[config.mk]
export PLATFORM = sky130hd
export DESIGN_NAME = pdm_rec_ctrl
export DESIGN_NICKNAME = d
export VERILOG_FILES = /design/src/rtl/pdm_pkg.sv /design/src/rtl/pdm_rec_ctrl.sv
export SDC_FILE = /design/constraint.sdc
export NUM_CORES = 1
export LEC_CHECK = 0
export CAP_MARGIN = 5
export CORE_MARGIN = 2
export CORE_UTILIZATION = 25
export CTS_CLUSTER_DIAMETER = 150
export CTS_CLUSTER_SIZE = 40
export DETAILED_ROUTE_END_ITERATION = 16
export GPL_TIMING_DRIVEN = 0
export SLEW_MARGIN = 5
export SYNTH_ARGS = -nofsm -noshare
export SYNTH_HDL_FRONTEND = slang
export SYNTH_SLANG_ARGS = --single-unit
export TNS_END_PERCENT = 30
[constraint.sdc]
create_clock -name clk -period 2.2 [get_ports clk]
set_clock_uncertainty 0.05 [all_clocks]
set_input_delay 0.55 -clock clk [delete_from_list [all_inputs] [get_ports clk]]
set_output_delay 0.55 -clock clk [all_outputs]
set_load 0.1 [all_outputs]
[src/rtl/pdm_pkg.sv]
// Shared state encoding and sample width for the PDM record/playback controller.
package pdm_pkg;

    localparam int AMP_W = 7;

    typedef enum logic [1:0] {
        IDLE   = 2'd0,
        RECORD = 2'd1,
        PLAY   = 2'd2
    } rec_state_t;

endpackage

[src/rtl/pdm_rec_ctrl.sv]
// Purpose: sequences PDM sample capture into an external buffer and replays it; PDM_REC_LOOP_EN selects looped playback.
// Latency: buffer write one cycle after amplitude_valid; play_valid two cycles after an accepted play_tick.
// Backpressure: none; play_tick arriving while a read is outstanding is dropped, recording stops at a full buffer.
module pdm_rec_ctrl
    import pdm_pkg::*;
#(
    parameter int DEPTH  = 4096,
    parameter int ADDR_W = $clog2(DEPTH)
) (
    input  logic              clk,
    input  logic              rst_n,
    input  logic              start_rec,
    input  logic              start_play,
    input  logic              stop,
    input  logic [AMP_W-1:0]  amplitude,
    input  logic              amplitude_valid,
    output logic              mic_en,
    output logic              wr_en,
    output logic [ADDR_W-1:0] wr_addr,
    output logic [AMP_W-1:0]  wr_data,
    output logic              rd_en,
    output logic [ADDR_W-1:0] rd_addr,
    input  logic [AMP_W-1:0]  rd_data,
    input  logic              play_tick,
    output logic [AMP_W-1:0]  play_sample,
    output logic              play_valid,
    output logic [ADDR_W:0]   rec_len,
    output logic              busy
);

`ifdef PDM_REC_LOOP_EN
    localparam bit LOOP_EN = 1'b1;
`else
    localparam bit LOOP_EN = 1'b0;
`endif

    localparam logic [ADDR_W:0] LAST_IDX = (ADDR_W+1)'(DEPTH - 1);

    rec_state_t state;
    logic       rd_wait;   // read issued last cycle, rd_data lands this cycle
    logic       rd_last;   // the read in flight targets the final recorded sample

    logic       rd_at_end;
    assign rd_at_end = ({1'b0, rd_addr} == (rec_len - 1'b1));

    always_ff @(posedge clk or negedge rst_n) begin
        if (!rst_n) begin
            state       <= IDLE;
            mic_en      <= 1'b0;
            busy        <= 1'b0;
            wr_en       <= 1'b0;
            wr_addr     <= '0;
            wr_data     <= '0;
            rd_en       <= 1'b0;
            rd_addr     <= '0;
            rd_wait     <= 1'b0;
            rd_last     <= 1'b0;
            play_sample <= '0;
            play_valid  <= 1'b0;
            rec_len     <= '0;
        end else begin
            wr_en      <= 1'b0;
            rd_en      <= 1'b0;
            play_valid <= 1'b0;
            case (state)
                IDLE: begin
                    if (start_rec) begin
                        state   <= RECORD;
                        mic_en  <= 1'b1;
                        busy    <= 1'b1;
                        rec_len <= '0;
                        wr_addr <= '0;
                    end else if (start_play && rec_len != '0) begin
                        state   <= PLAY;
                        busy    <= 1'b1;
                        rd_addr <= '0;
                        rd_wait <= 1'b0;
                    end
                end
                RECORD: begin
                    // rec_len doubles as the write pointer while recording
                    if (amplitude_valid) begin
                        wr_en   <= 1'b1;
                        wr_addr <= rec_len[ADDR_W-1:0];
                        wr_data <= amplitude;
                        rec_len <= rec_len + 1'b1;
                    end
                    if (stop || (amplitude_valid && rec_len == LAST_IDX)) begin
                        state  <= IDLE;
                        mic_en <= 1'b0;
                        busy   <= 1'b0;
                    end
                end
                PLAY: begin
                    if (stop) begin
                        state   <= IDLE;
                        busy    <= 1'b0;
                        rd_wait <= 1'b0;
                    end else begin
                        if (play_tick && !rd_en && !rd_wait)
                            rd_en <= 1'b1;
                        if (rd_en) begin
                            rd_wait <= 1'b1;
                            rd_last <= rd_at_end;
                            rd_addr <= (LOOP_EN && rd_at_end) ? '0 : rd_addr + 1'b1;
                        end
                        if (rd_wait) begin
                            rd_wait     <= 1'b0;
                            play_sample <= rd_data;
                            play_valid  <= 1'b1;
                            if (rd_last && !LOOP_EN) begin
                                state <= IDLE;
                                busy  <= 1'b0;
                            end
                        end
                    end
                end
                default: begin
                    state  <= IDLE;
                    mic_en <= 1'b0;
                    busy   <= 1'b0;
                end
            endcase
        end
    end

endmodule

[After elaboration in Yosys (flattened, before gate mapping)]
Index checks and enable logic that the tools add are counted.
Operators by class
  add/subtract/negate cells: 3
  equal/unequal tests: 14
  multiplexer cells: 41
  bitwise gates (word level): 2
  reductions and logical operators: 19
Operators with widths (number)
  2-to-1 mux 12 bit: 6
  case mux 12 bit (2 select lines): 2
  2-to-1 mux 13 bit: 2
  case mux 13 bit (2 select lines): 1
  2-to-1 mux 1 bit: 20
  AND reduction 3 bit: 5
  inequality test 2 bit, second input constant: 7
  adder 13 x 1 -> 13 bit, second input constant: 1
  == test 12 x 13 -> 1 bit: 1
  == test 13 x 12 -> 1 bit, second input constant: 1
  nonzero test 13 bit: 1
  subtractor 13 x 1 -> 13 bit, second input constant: 1
  adder 12 x 1 -> 12 bit, second input constant: 1
  2-to-1 mux 2 bit: 6
  inequality test 3 bit, second input constant: 3
  case mux 1 bit (3 select lines): 2
  case mux 2 bit (3 select lines): 1
  AND reduction 5 bit: 1
  logical AND 1 bit: 4
  AND reduction 4 bit: 1
  nonzero test 2 bit: 2
  == test 2 x 1 -> 1 bit, second input constant: 1
  == test 2 bit, second input constant: 1
  logical NOT 1 bit: 2
  other kinds (5): 6
Storage, ports and cells
  register bits after elaboration: 60
  input port bits: 21

[Longest topological paths before layout]
  word-level depth: 6
  depth in mapped cells: 8

[Worst setup path after synthesis]
Ideal clock, no wire load.
  kind: reg2reg
  start point: register rec_len[0]
  end point: register rd_last
  library setup time: 0.092 ns
  arrival: 2.636 ns
  path slack: -0.578 ns
  stages on the path, launching flop included: 9
  period minus slack after synthesis: 2.778 ns
  cell sequence: dfrtp_1 clkbuf_1 inv_1 ha_1 xnor2_1 nor4_2 nand3_1 or3_1 o31ai_2
On the way
  cells in the longest elaborated chain, start to end: 2
Ends and longest elaborated chain
  start, declared: RTL line pdm_rec_ctrl.sv:27  | output logic [ADDR_W:0] rec_len,
  start signal, assigned: RTL line pdm_rec_ctrl.sv:86  | rec_len <= rec_len + 1'b1;
  subtractor 13 x 1 -> 13 bit: RTL line pdm_rec_ctrl.sv:44  | assign rd_at_end = ({1'b0, rd_addr} == (rec_len - 1'b1));
  == test 12 x 13 -> 1 bit: RTL line pdm_rec_ctrl.sv:44
  end signal, assigned: RTL line pdm_rec_ctrl.sv:104  | rd_last <= rd_at_end;
  end, declared: RTL line pdm_rec_ctrl.sv:41  | logic rd_last;
Every way passes these cells.
A chain may end at the register's enable or synchronous reset.

[Worst setup path after layout]
  start point: register wr_addr[0]
  end point: output port wr_addr[0]
RTL lines
  start, declared: RTL line pdm_rec_ctrl.sv:19  | output logic [ADDR_W-1:0] wr_addr,
  start signal, assigned: RTL line pdm_rec_ctrl.sv:84  | wr_addr <= rec_len[ADDR_W-1:0];
No word-level cell between the ends.

==> metrics.yaml <==
route:
  wire_per_inst_um: 14.7
  firstDrtPassIters: 4
  detailroute.via_count: 2590
  routed_via_density: 4.73
  drc: 0
  ant_nets: 0
  wl_um: 8060
  drt_iter0_drc: 114
run:
  maxCapViolCount: 0
status:
  status: "finished, final reports clean"
critical_path:
  max_stage_delay_ns: 0.87
  path_cells: "dlygate4sd2_1"
  endpoint_kind: "primary output"
  startpoint_type: "register"
  worstPathArrival_ns: 1.56
  crit_slowest_cell: "dlygate4sd2_1"
  path_buf_inv: 1
  worstSetupPathType: "reg2out"
  cp_max_fo: 2
  crit_family: "buffers and inverters"
  cp_data_required_time_ns: 1.60
  rrSetupSlack_ns: 0.06
yosys:
  yosys_warnings: 0
  synth-seq-cells: 60
  synthAdderAreaFrac_pct: 1.65
  syn_area_um2: 3030
  ys_seq_area_share_pct: 49.6
  ys_types: 46
  synth_top_family_by_area: "simple AND/OR/NAND/NOR gates"
  synth_top_area_share_pct: 49.6
  synth_xor_xnor_area_share_pct: 8.97
  synth_edf_count: 0
  synth.area.top_cells: "dfrtp_1 (50%), nand2_1 (5.5%), xor2_1 (4.9%)"
  ys_async_sr_fraction_pct: 100
  synth_common_cells: "dfrtp_1 (60), nand2_1 (44), nor2_1 (29)"
  synthMuxAreaShare_pct: 3.68
  syn-mean-instance-area_um2: 9.99
  synth_largest_area_cell: "dfrtp_1"
  syn_nets: 328
  synth-compound-area-share_pct: 9.47
  yosysMostFrequentCell: "dfrtp_1"
  synth_ff_type: "dfrtp_1"
  netlist_instances: 303
  synth-simple-area-share_pct: 22.9
sta:
  slew-limit-headroom_pct: 35.0
  min_period_ns: 2.16
  slew_viol_final: 0
  fmax_ghz: 0.464
  hold_viol: 0
  fin_crit_sh_pct: 98.0
  rsz0062_at_grt: "yes"
  worstMarginPinSlew_ns: 0.979
  setup_viol: 0
floorplan:
  initial_core_util_pct: 25.4
  num_rows: 40
  die_w_um: 114
  io_pins: 77
  chipHeight_um: 114
  die_area_um2: 13000
  core_um2: 11900
layout:
  final_nets: 421
  insertedDiodeCount: 0
  finalInstanceArea_um2: 4410
  multi_input_area_um2: 1490
  final_util_pct: 37.0
  fillers: 1244
  synthToLayoutAreaGrowth_pct: 45.6
  drive_gt1_share_pct: 22.7
  seqCellArea_um2: 1530
global_routing:
  grt_pass1_vias: 2595
  grt_overflow: 0
  grt_max_degree: 61
  grt_pass1_wl_um: 13100
  grt_antenna_before_repair: 0
  grtUsageTotal_pct: 12.8
placement:
  port_buffers: 76
  dp_hpwl_um: 5700
  gp_congestion: 0.744
  place_area_um2: 4010
power_and_ir_drop:
  power_density_nw_per_um2: 1080
  vdd_drop_max_mv: 0.768
  total_leakage_power_nw: 2.08
hold_path:
  hold_path.class: "in2async"
clock_tree:
  clockBufferDepth: 2
  clockRootBuffer: "clkbuf_16"
  path_clk_slew_ns: 0.06
  clock_latency_ns: 0.33
  cts_hold_buf: 0
  htreeDepth: 3
  cts.sinks: 60
  cts_buffers: 9
  cts_tree: "done"
-- metrics by stage --
stage / std cells / setup TNS, ns / worst slack, ns / power, mW / hold slack, ns
2_1_floorplan: 303 / -0.0118 / -0.0118 / 2.86 / 0.204
3_3_place_gp: 526 / -103.00 / -1.99 / 3.33 / 0.409
3_5_place_dp: 526 / -7.12 / -0.455 / 3.35 / 0.416
4_1_cts: 542 / -0.134 / -0.134 / 4.73 / 0.303
5_1_grt: 548 / -0.122 / -0.109 / 5.01 / 0.336
6_report: 548 / 0 / 0.0437 / 4.75 / 0.260
-- timing repair --
action	4_1_cts	5_1_grt
cloned	0	1
pin swaps	0	7
buffers inserted	0	5
resized for setup	94	25
setup endpoints to repair	68	27
-- layout by cell type (no fill, tap or decap), types with 3 or more instances in the layout --
cell              n
dfrtp_1          48
nand2_1          44
dlygate4sd2_1    34
nor2_1           29
clkdlybuf4s50_1  18
xor2_1           17
clkdlybuf4s15_2  15
xnor2_1          14
a22o_1           11
o21ai_0          11
nand3_1           9
clkbuf_1          9
mux2_2            9
clkbuf_16         9
nand4_1           8
clkbuf_2          7
a21oi_1           7
dfrtp_2           7
buf_4             6
inv_1             5
and3_1            5
dfrtp_4           5
buf_2             4
nand3b_1          4
nor3_1            4
clkbuf_8          3
nand2b_1          3
nor3_2            3
ha_1              3
clkdlybuf4s15_1   3
-- layer usage --
metal	global-route usage, %	wire (um)	up-vias	share of wire [%]
li1	-	-	1235	-
met1	16.4	3700	1290	46
met2	20.8	3880	57	48
met3	3.83	401	8	5.0
met4	4.15	85	0	1.1
met5	0	0	-	0
-- flip-flops by register name, indices dropped and copies added, names as in the netlist, 2 cells and up --
name         flops
wr_data          7
play_sample      7
rd_addr         12
wr_addr         12
rec_len         13
state            2
-- layout make-up --
type / count / area share [%]
buffer: 19 / 2.64
clock buffer: 12 / 5.82
clock inverter: 4 / 1.08
inverter: 6 / 0.596
multi-input combinational: 219 / 33.9
sequential: 60 / 34.7
tap: 147 / 4.17
timing repair buffer: 81 / 17.1
-- path summary, 6_finish.rpt --
| check | cells past startpoint | to | start |
|---|---|---|---|
| max reg2reg | 7 | rd_last$_DFFE_PN0P_ | rec_len[6]$_DFFE_PN0P_ |
| max in group asynchronous | 1 | rec_len[8]$_DFFE_PN0P_ | rst_n |
| min in group clk | 2 | wr_data[3]$_DFFE_PN0P_ | wr_data[3]$_DFFE_PN0P_ |
| min | 1 | rd_addr[9]$_DFFE_PN0P_ | rst_n |
| max | 1 | wr_addr[0] | wr_addr[0]$_DFFE_PN0P_ |
| min reg2reg | 2 | wr_data[3]$_DFFE_PN0P_ | wr_data[3]$_DFFE_PN0P_ |
-- power by group --
group,internal (mW),switching [mW]
Combinational,0.507,1.48
Sequential,1.25,0.0914
Clock,0.934,0.499
-- kinds of logic after synthesis --
family / count (synthesis)
fa+ha+maj: 4
flops: 60
compound gates: 41
xor+xnor: 31
simple gates: 132
mux: 10
buf+inv: 25
(Power assumes the default switching activity.)
